`src/rtl/ctrl_pkg.sv`:
```
// Shared types and codes for the multi-cycle RV32I control unit:
// FSM states, opcodes, mux/immediate/ALU select encodings.
package ctrl_pkg;

  typedef enum logic [3:0] {
    S_FETCH,
    S_DECODE,
    S_MEMADR,
    S_MEMREAD,
    S_MEMWB,
    S_MEMWRITE,
    S_EXECR,
    S_EXECI,
    S_ALUWB,
    S_BRANCH,
    S_JAL,
    S_JALR,
    S_JALR_PC,
    S_LUI,
    S_TRAP
  } state_t;

  typedef enum logic [1:0] {
    ALUOP_ADD,
    ALUOP_SUB,
    ALUOP_FUNCT
  } alu_op_t;

  localparam logic [6:0] OP_LOAD   = 7'b0000011;
  localparam logic [6:0] OP_STORE  = 7'b0100011;
  localparam logic [6:0] OP_R      = 7'b0110011;
  localparam logic [6:0] OP_I      = 7'b0010011;
  localparam logic [6:0] OP_BRANCH = 7'b1100011;
  localparam logic [6:0] OP_JAL    = 7'b1101111;
  localparam logic [6:0] OP_JALR   = 7'b1100111;
  localparam logic [6:0] OP_LUI    = 7'b0110111;

  localparam logic [2:0] IMM_I    = 3'b000;
  localparam logic [2:0] IMM_S    = 3'b001;
  localparam logic [2:0] IMM_B    = 3'b010;
  localparam logic [2:0] IMM_U    = 3'b011;
  localparam logic [2:0] IMM_J    = 3'b100;
  localparam logic [2:0] IMM_JALR = 3'b101;

  localparam logic [1:0] SRCA_PC    = 2'b00;
  localparam logic [1:0] SRCA_OLDPC = 2'b01;
  localparam logic [1:0] SRCA_RD1   = 2'b10;
  localparam logic [1:0] SRCA_ZERO  = 2'b11;

  localparam logic [1:0] SRCB_RD2  = 2'b00;
  localparam logic [1:0] SRCB_IMM  = 2'b01;
  localparam logic [1:0] SRCB_FOUR = 2'b10;

  localparam logic [1:0] RES_ALUOUT = 2'b00;
  localparam logic [1:0] RES_READ   = 2'b01;
  localparam logic [1:0] RES_ALURES = 2'b10;

  localparam logic [3:0] ALU_ADD  = 4'b0000;
  localparam logic [3:0] ALU_SUB  = 4'b0001;
  localparam logic [3:0] ALU_AND  = 4'b0010;
  localparam logic [3:0] ALU_OR   = 4'b0011;
  localparam logic [3:0] ALU_XOR  = 4'b0100;
  localparam logic [3:0] ALU_SLT  = 4'b0101;
  localparam logic [3:0] ALU_SLL  = 4'b0110;
  localparam logic [3:0] ALU_SRL  = 4'b0111;
  localparam logic [3:0] ALU_SRA  = 4'b1000;
  localparam logic [3:0] ALU_SLTU = 4'b1001;

  typedef struct packed {
    logic       mem_req;
    logic       mem_we;
    logic       adr_src;
    logic       ir_write;
    logic       pc_write;
    logic       reg_write;
    logic       retire;
    logic [2:0] imm_src;
    logic [1:0] alu_src_a;
    logic [1:0] alu_src_b;
    logic [1:0] result_src;
    alu_op_t    alu_op;
  } ctrl_t;

  // Branch funct3 other than beq/bne is unsupported.
  function automatic state_t decode_next(
    input logic [6:0] op,
    input logic [1:0] f3hi
  );
    state_t s;
    s = S_TRAP;
    case (op)
      OP_LOAD,
      OP_STORE:  s = S_MEMADR;
      OP_R:      s = S_EXECR;
      OP_I:      s = S_EXECI;
      OP_BRANCH: s = (f3hi == 2'b00) ? S_BRANCH : S_TRAP;
      OP_JAL:    s = S_JAL;
      OP_JALR:   s = S_JALR;
      OP_LUI:    s = S_LUI;
      default:   s = S_TRAP;
    endcase
    return s;
  endfunction

endpackage

```
`src/rtl/alu_decoder.sv`:
```
// ALU operation decoder: alu_op, funct3, funct7[5], opcode[5]
// -> 4-bit alu_control.
import ctrl_pkg::*;

module alu_decoder (
  input  alu_op_t    alu_op,
  input  logic [2:0] funct3,
  input  logic       funct7b5,
  input  logic       op5,
  output logic [3:0] alu_control
);

  always_comb begin
    alu_control = ALU_ADD;
    case (alu_op)
      ALUOP_ADD: alu_control = ALU_ADD;
      ALUOP_SUB: alu_control = ALU_SUB;
      ALUOP_FUNCT: begin
        case (funct3)
          // op5 separates sub from addi with imm[10] set
          3'b000: alu_control =
            (op5 & funct7b5) ? ALU_SUB : ALU_ADD;
          3'b001: alu_control = ALU_SLL;
          3'b010: alu_control = ALU_SLT;
          3'b011: alu_control = ALU_SLTU;
          3'b100: alu_control = ALU_XOR;
          3'b101: alu_control =
            funct7b5 ? ALU_SRA : ALU_SRL;
          3'b110: alu_control = ALU_OR;
          default: alu_control = ALU_AND;
        endcase
      end
      default: alu_control = ALU_ADD;
    endcase
  end

endmodule

```
`src/rtl/multicycle_control.sv`:
```
// Multi-cycle RV32I control FSM driving the shared datapath.
// In: instr, zero, mem_ready. Out: strobes, mux selects, retire, illegal.
import ctrl_pkg::*;

module multicycle_control (
  input  logic        clk,
  input  logic        rst_n,
  input  logic [31:0] instr,
  input  logic        zero,
  input  logic        mem_ready,
  output logic        mem_req,
  output logic        mem_we,
  output logic        adr_src,
  output logic        ir_write,
  output logic        pc_write,
  output logic        reg_write,
  output logic [2:0]  imm_src,
  output logic [1:0]  alu_src_a,
  output logic [1:0]  alu_src_b,
  output logic [3:0]  alu_control,
  output logic [1:0]  result_src,
  output logic        retire,
  output logic        illegal
);

  state_t state_q;
  state_t state_d;
  ctrl_t  c;

  logic [6:0] op;
  logic       is_branch;
  logic       is_jal;
  logic       unused_ok;

  assign op        = instr[6:0];
  assign is_branch = (op == OP_BRANCH);
  assign is_jal    = (op == OP_JAL);
  assign unused_ok = ^{instr[31], instr[29:15],
                       instr[11:7]};

  always_ff @(posedge clk or negedge rst_n) begin
    if (!rst_n) state_q <= S_FETCH;
    else        state_q <= state_d;
  end

  always_comb begin
    state_d = state_q;
    case (state_q)
      S_FETCH:
        if (mem_ready) state_d = S_DECODE;
      S_DECODE:
        state_d = decode_next(op, instr[14:13]);
      S_MEMADR:
        state_d = instr[5] ? S_MEMWRITE : S_MEMREAD;
      S_MEMREAD:
        if (mem_ready) state_d = S_MEMWB;
      S_MEMWB:   state_d = S_FETCH;
      S_MEMWRITE:
        if (mem_ready) state_d = S_FETCH;
      S_EXECR,
      S_EXECI,
      S_JAL,
      S_JALR_PC,
      S_LUI:     state_d = S_ALUWB;
      S_ALUWB:   state_d = S_FETCH;
      S_BRANCH:  state_d = S_FETCH;
      S_JALR:    state_d = S_JALR_PC;
      S_TRAP:    state_d = S_TRAP;
      default:   state_d = S_FETCH;
    endcase
  end

  always_comb begin
    c = '0;
    c.alu_op = ALUOP_ADD;
    case (state_q)
      S_FETCH: begin
        c.mem_req    = 1'b1;
        c.alu_src_a  = SRCA_PC;
        c.alu_src_b  = SRCB_FOUR;
        c.result_src = RES_ALURES;
        c.ir_write   = mem_ready;
        c.pc_write   = mem_ready;
      end
      S_DECODE: begin
        c.alu_src_a = SRCA_OLDPC;
        c.alu_src_b = SRCB_IMM;
        unique case (1'b1)
          is_branch: c.imm_src = IMM_B;
          is_jal:    c.imm_src = IMM_J;
          default:   c.imm_src = IMM_I;
        endcase
      end
      S_MEMADR: begin
        c.alu_src_a = SRCA_RD1;
        c.alu_src_b = SRCB_IMM;
        c.imm_src   = instr[5] ? IMM_S : IMM_I;
      end
      S_MEMREAD: begin
        c.mem_req = 1'b1;
        c.adr_src = 1'b1;
      end
      S_MEMWB: begin
        c.result_src = RES_READ;
        c.reg_write  = 1'b1;
        c.retire     = 1'b1;
      end
      S_MEMWRITE: begin
        c.mem_req = 1'b1;
        c.mem_we  = 1'b1;
        c.adr_src = 1'b1;
        c.retire  = mem_ready;
      end
      S_EXECR: begin
        c.alu_src_a = SRCA_RD1;
        c.alu_src_b = SRCB_RD2;
        c.alu_op    = ALUOP_FUNCT;
      end
      S_EXECI: begin
        c.alu_src_a = SRCA_RD1;
        c.alu_src_b = SRCB_IMM;
        c.imm_src   = IMM_I;
        c.alu_op    = ALUOP_FUNCT;
      end
      S_ALUWB: begin
        c.result_src = RES_ALUOUT;
        c.reg_write  = 1'b1;
        c.retire     = 1'b1;
      end
      S_BRANCH: begin
        c.alu_src_a  = SRCA_RD1;
        c.alu_src_b  = SRCB_RD2;
        c.alu_op     = ALUOP_SUB;
        c.result_src = RES_ALUOUT;
        // funct3[0] flips beq into bne
        c.pc_write   = zero ^ instr[12];
        c.retire     = 1'b1;
      end
      S_JAL,
      S_JALR_PC: begin
        c.alu_src_a  = SRCA_OLDPC;
        c.alu_src_b  = SRCB_FOUR;
        c.result_src = RES_ALUOUT;
        c.pc_write   = 1'b1;
      end
      S_JALR: begin
        c.alu_src_a = SRCA_RD1;
        c.alu_src_b = SRCB_IMM;
        c.imm_src   = IMM_JALR;
      end
      S_LUI: begin
        c.alu_src_a = SRCA_ZERO;
        c.alu_src_b = SRCB_IMM;
        c.imm_src   = IMM_U;
      end
      default: c = '0;
    endcase
  end

  alu_decoder u_alu_dec (
    .alu_op      (c.alu_op),
    .funct3      (instr[14:12]),
    .funct7b5    (instr[30]),
    .op5         (instr[5]),
    .alu_control (alu_control)
  );

  // Strobes drop the instant reset asserts, before state settles.
  assign mem_req    = c.mem_req   & rst_n;
  assign mem_we     = c.mem_we    & rst_n;
  assign ir_write   = c.ir_write  & rst_n;
  assign pc_write   = c.pc_write  & rst_n;
  assign reg_write  = c.reg_write & rst_n;
  assign retire     = c.retire    & rst_n;
  assign adr_src    = c.adr_src;
  assign imm_src    = c.imm_src;
  assign alu_src_a  = c.alu_src_a;
  assign alu_src_b  = c.alu_src_b;
  assign result_src = c.result_src;
  assign illegal    = (state_q == S_TRAP);

endmodule

```
`config.mk`:
```
export PLATFORM = sky130hd
export DESIGN_NAME = multicycle_control
export DESIGN_NICKNAME = d
export VERILOG_FILES = /design/src/rtl/ctrl_pkg.sv /design/src/rtl/alu_decoder.sv /design/src/rtl/multicycle_control.sv
export SDC_FILE = /design/constraint.sdc
export NUM_CORES = 1
export LEC_CHECK = 0
export ABC_AREA = 1
export CAP_MARGIN = 10
export CORE_AREA = 2 2 54 56
export CTS_BUF_LIST = sky130_fd_sc_hd__clkbuf_4 sky130_fd_sc_hd__clkbuf_8
export DETAILED_ROUTE_END_ITERATION = 6
export DIE_AREA = 0 0 56 58
export GPL_ROUTABILITY_DRIVEN = 0
export GPL_TIMING_DRIVEN = 0
export PLACE_DENSITY = 0.82
export REMOVE_ABC_BUFFERS = 1
export SLEW_MARGIN = 20
export SYNTH_ARGS = -nofsm -noshare
export SYNTH_HDL_FRONTEND = slang
export SYNTH_SLANG_ARGS = --single-unit
```
`constraint.sdc`:
```
create_clock -name clk -period 1.68 [get_ports clk]
set_input_delay 0.336 -clock clk [delete_from_list [all_inputs] [get_ports clk]]
set_output_delay 0.336 -clock clk [all_outputs]
set_load 0.05 [all_outputs]
```
==> results.md <==
- Clk buf depth: 2
- Total gr overflow: 0
- Final worst slack: -0.540 ns
- Die X: 56 um
- Clk_skew: approximately 0.0023 ns
- Slowest cell on crit path: dfrtp_2
- Slew Limit Fails: 0
- Met2 Use GR: 29.4%
- Rows: 19
- TNS Setup: -5.49 ns
- Top Ports: 57
- Met1 Track Usage GR: 19.5%
- Outcome: finished, violations left
- WL/cell: 11.8 um
- Largest regs: state_q: 4 flops
- Number of H-tree levels: 1
- GRT Overall Usage: 15.8%
- Nets: between 200 and 250
- Via Count: 1148
- Synthesis Warnings: 0
- Failing checks: setup timing
- Initial detailed-routing violation count: 28
- Met3 Usage GRT: approximately 2%
- Cell leakage power: around 0.78 nW
- Max reg flops: 4
- Hold WC Path Type: input port to async pin
- CP most frequent cell: nor2_4
- Ys async rst share: 100%
- Synth Flop Type: dfrtp_1
- Number of global-route vias before repair: around 1100
- Chip height: about 58 um
- Commonest cells post-synth: 36 x nand2_1, 25 x inv_1, 15 x nor2_1, 10 x nand3_1
- Setup crit start kind: register
- Tot Pwr: roughly 0.0024 W
- # DRC: 0
- Clock buffer count from CTS: 3
- Crit-path leading delay family: flip-flops
- Post-layout min period: 2.22 ns
- Post-DRT Antenna Nets: 0
- Multi-input gate area: between 700 and 800 sq um
- Area leader, netlist: nand2_1
- Count leader, synth: nand2_1
- First-pass GRT wire length: between 4 and 5 mm
- Mapped Cells: ~150
- Seq cells post-synth: 4
- Normalized max-slew margin: between 70% and 80%
- Global routing's busiest layer: met2
- Max-Cap Viols: 0
- Clk_lat worst skew: ~0.23 ns
- Worst-margin pin slew: around 0.31 ns
- PwrDens: between 1500 and 2000 nW/um^2
- CP required: about 1.3 ns
- Max stage delay on crit path: 0.44 ns
- Post-Syn Area: 830 sq um
- Reg with most FFs: state_q
- TritonCTS clock tree: built
- Sequential share of the synthesized area: around an eighth
- Reg clk slew, reported paths: around 0.040 ns
- Share of the synthesized area in the top cell type: between 10% and 20%
- Final HPWL DP: roughly 1.8 mm
- Synth top area cells: nand2_1 16%, dfrtp_1 12%, inv_1 11%
- Worst path bufs/invs: 3
- Unrepaired setup endpoints after global routing: yes
- Final Hold Viols: 0
- Worst Setup End Kind: output pin
- FF/Latch Area: between 100 and 150 sq um
- Post-place setup slack: -1.11 ns
- Crit path cell chain: nor2_4 -> inv_2 -> nor2_4 -> inv_2 -> ha_4 -> nor2_4 -> o21ai_2 -> o22ai_1 -> buf_4
- R2r setup slk: roughly 0.15 ns
- Avg Inst Size Synth: ~5.6 sq um
- CP Max Fanout: 4
- Worst Path Arrival: approximately 1.9 ns
- Layout cells sized above 1: 50.0%
- DR vias/cell: a little under 5
- Placeable Area: around 2700 sq um
- CTS root buf: clkbuf_4
- Largest net degree at the start of global routing: 7
- CTS sink count: 4
- PortBufs: 35
- Post-Route WL: ~2.8 mm
- Highest Clock Rate: 0.450 GHz
- EDFF count, synth: 0
- Die area: 3250 sq um
- Count of cell types in the netlist: 27
- Critical path class: register to output pin
- Fin crit share: 132%
- Initial antenna violation count: 0
- Initial Utilization: between 30% and 40%
- Setup Viol. Count Final: 20
- VDD IR-drop max: 1100 uV
- Filler Cells Inserted: 255
- DRT Pass-1 Iters: 4
- Ant. Diodes: 0
- Area Growth Syn to Fin: 91.1%
==> layout by cell type (no fill, tap or decap), types with 3 or more instances in the layout <==
cell type and count:
nand4_1 5, buf_4 20, clkdlybuf4s50_1 11, buf_6 21, nand3_1 8, dlygate4sd2_1 3, clkbuf_4 3, nor2_4 14
nor2_2 5, o21ai_2 3, nand2_2 10, nand2_1 31, a21oi_1 4, nand3_2 4, inv_2 10, nor2_1 7
inv_1 21
==> final cells by class <==
type | instances | share of cell area [%]
timing repair buffer | 57 | 34.9
clock buffer | 3 | 1.42
sequential | 4 | 6.47
multi-input combinational | 111 | 46.6
inverter | 33 | 8.13
tap | 31 | 2.45
==> report_power, final <==
part	switching (W)	leakage (nW)	total, W	internal, W
registers	0.0000587	0.0488	0.000201	0.000143
logic	0.00130	0.722	0.00212	0.000826
clock network	0.0000389	0.0138	0.000119	0.0000799
==> worst paths after layout <==
| path | cells past startpoint | to | from |
|---|---|---|---|
| max in group asynchronous | 1 | state_q[0]$_DFFE_PN0P_ | rst_n |
| worst min register to register | 2 | state_q[0]$_DFFE_PN0P_ | state_q[0]$_DFFE_PN0P_ |
| worst max-delay path | 9 | alu_control[0] | state_q[2]$_DFFE_PN0P_ |
| worst min-delay path | 1 | state_q[2]$_DFFE_PN0P_ | rst_n |
| min in group clk | 2 | state_q[0]$_DFFE_PN0P_ | state_q[0]$_DFFE_PN0P_ |
| worst max register to register | 11 | state_q[0]$_DFFE_PN0P_ | state_q[1]$_DFFE_PN0P_ |
==> what timing repair did <==
action,4_1_cts,5_1_grt
setup buffers,16,6
pin swaps,12,11
gates resized for setup,184,19
hold buffers,0,0
setup endpoints to repair,21,20
==> stage by stage <==
| stage | instance area, sq um | hold slack, ns | instances | util, % |
|---|---|---|---|---|
| floorplan | 830 | 0.0404 | 148 | - |
| global placement | 1220 | 0.578 | 214 | 45.8 |
| detailed placement | 1220 | 0.581 | 214 | 45.8 |
| CTS | 1460 | 0.0693 | 233 | 54.9 |
| global route | 1590 | 0.0911 | 239 | 59.5 |
| finish | 1590 | 0.0683 | 239 | 59.5 |
==> kinds of logic (layout without fill, tap and decap cells) <==
group           after synthesis  count (layout)  share of synthesized area, %
compound gates               21              21                          15.1
simple gates                 88              88                          54.6
fa+ha+maj                     2               2                          3.02
flops                         4               4                          12.1
buf+inv                      33              93                          15.2
==> metal layers <==
metal	wire length, um	vias up	part of all wire (%)
li1	-	596	-
met1	1150	511	41
met2	1500	37	53
met3	119	4	4.2
met4	40	0	1.4
met5	0	-	0
(Power assumes the default switching activity.)
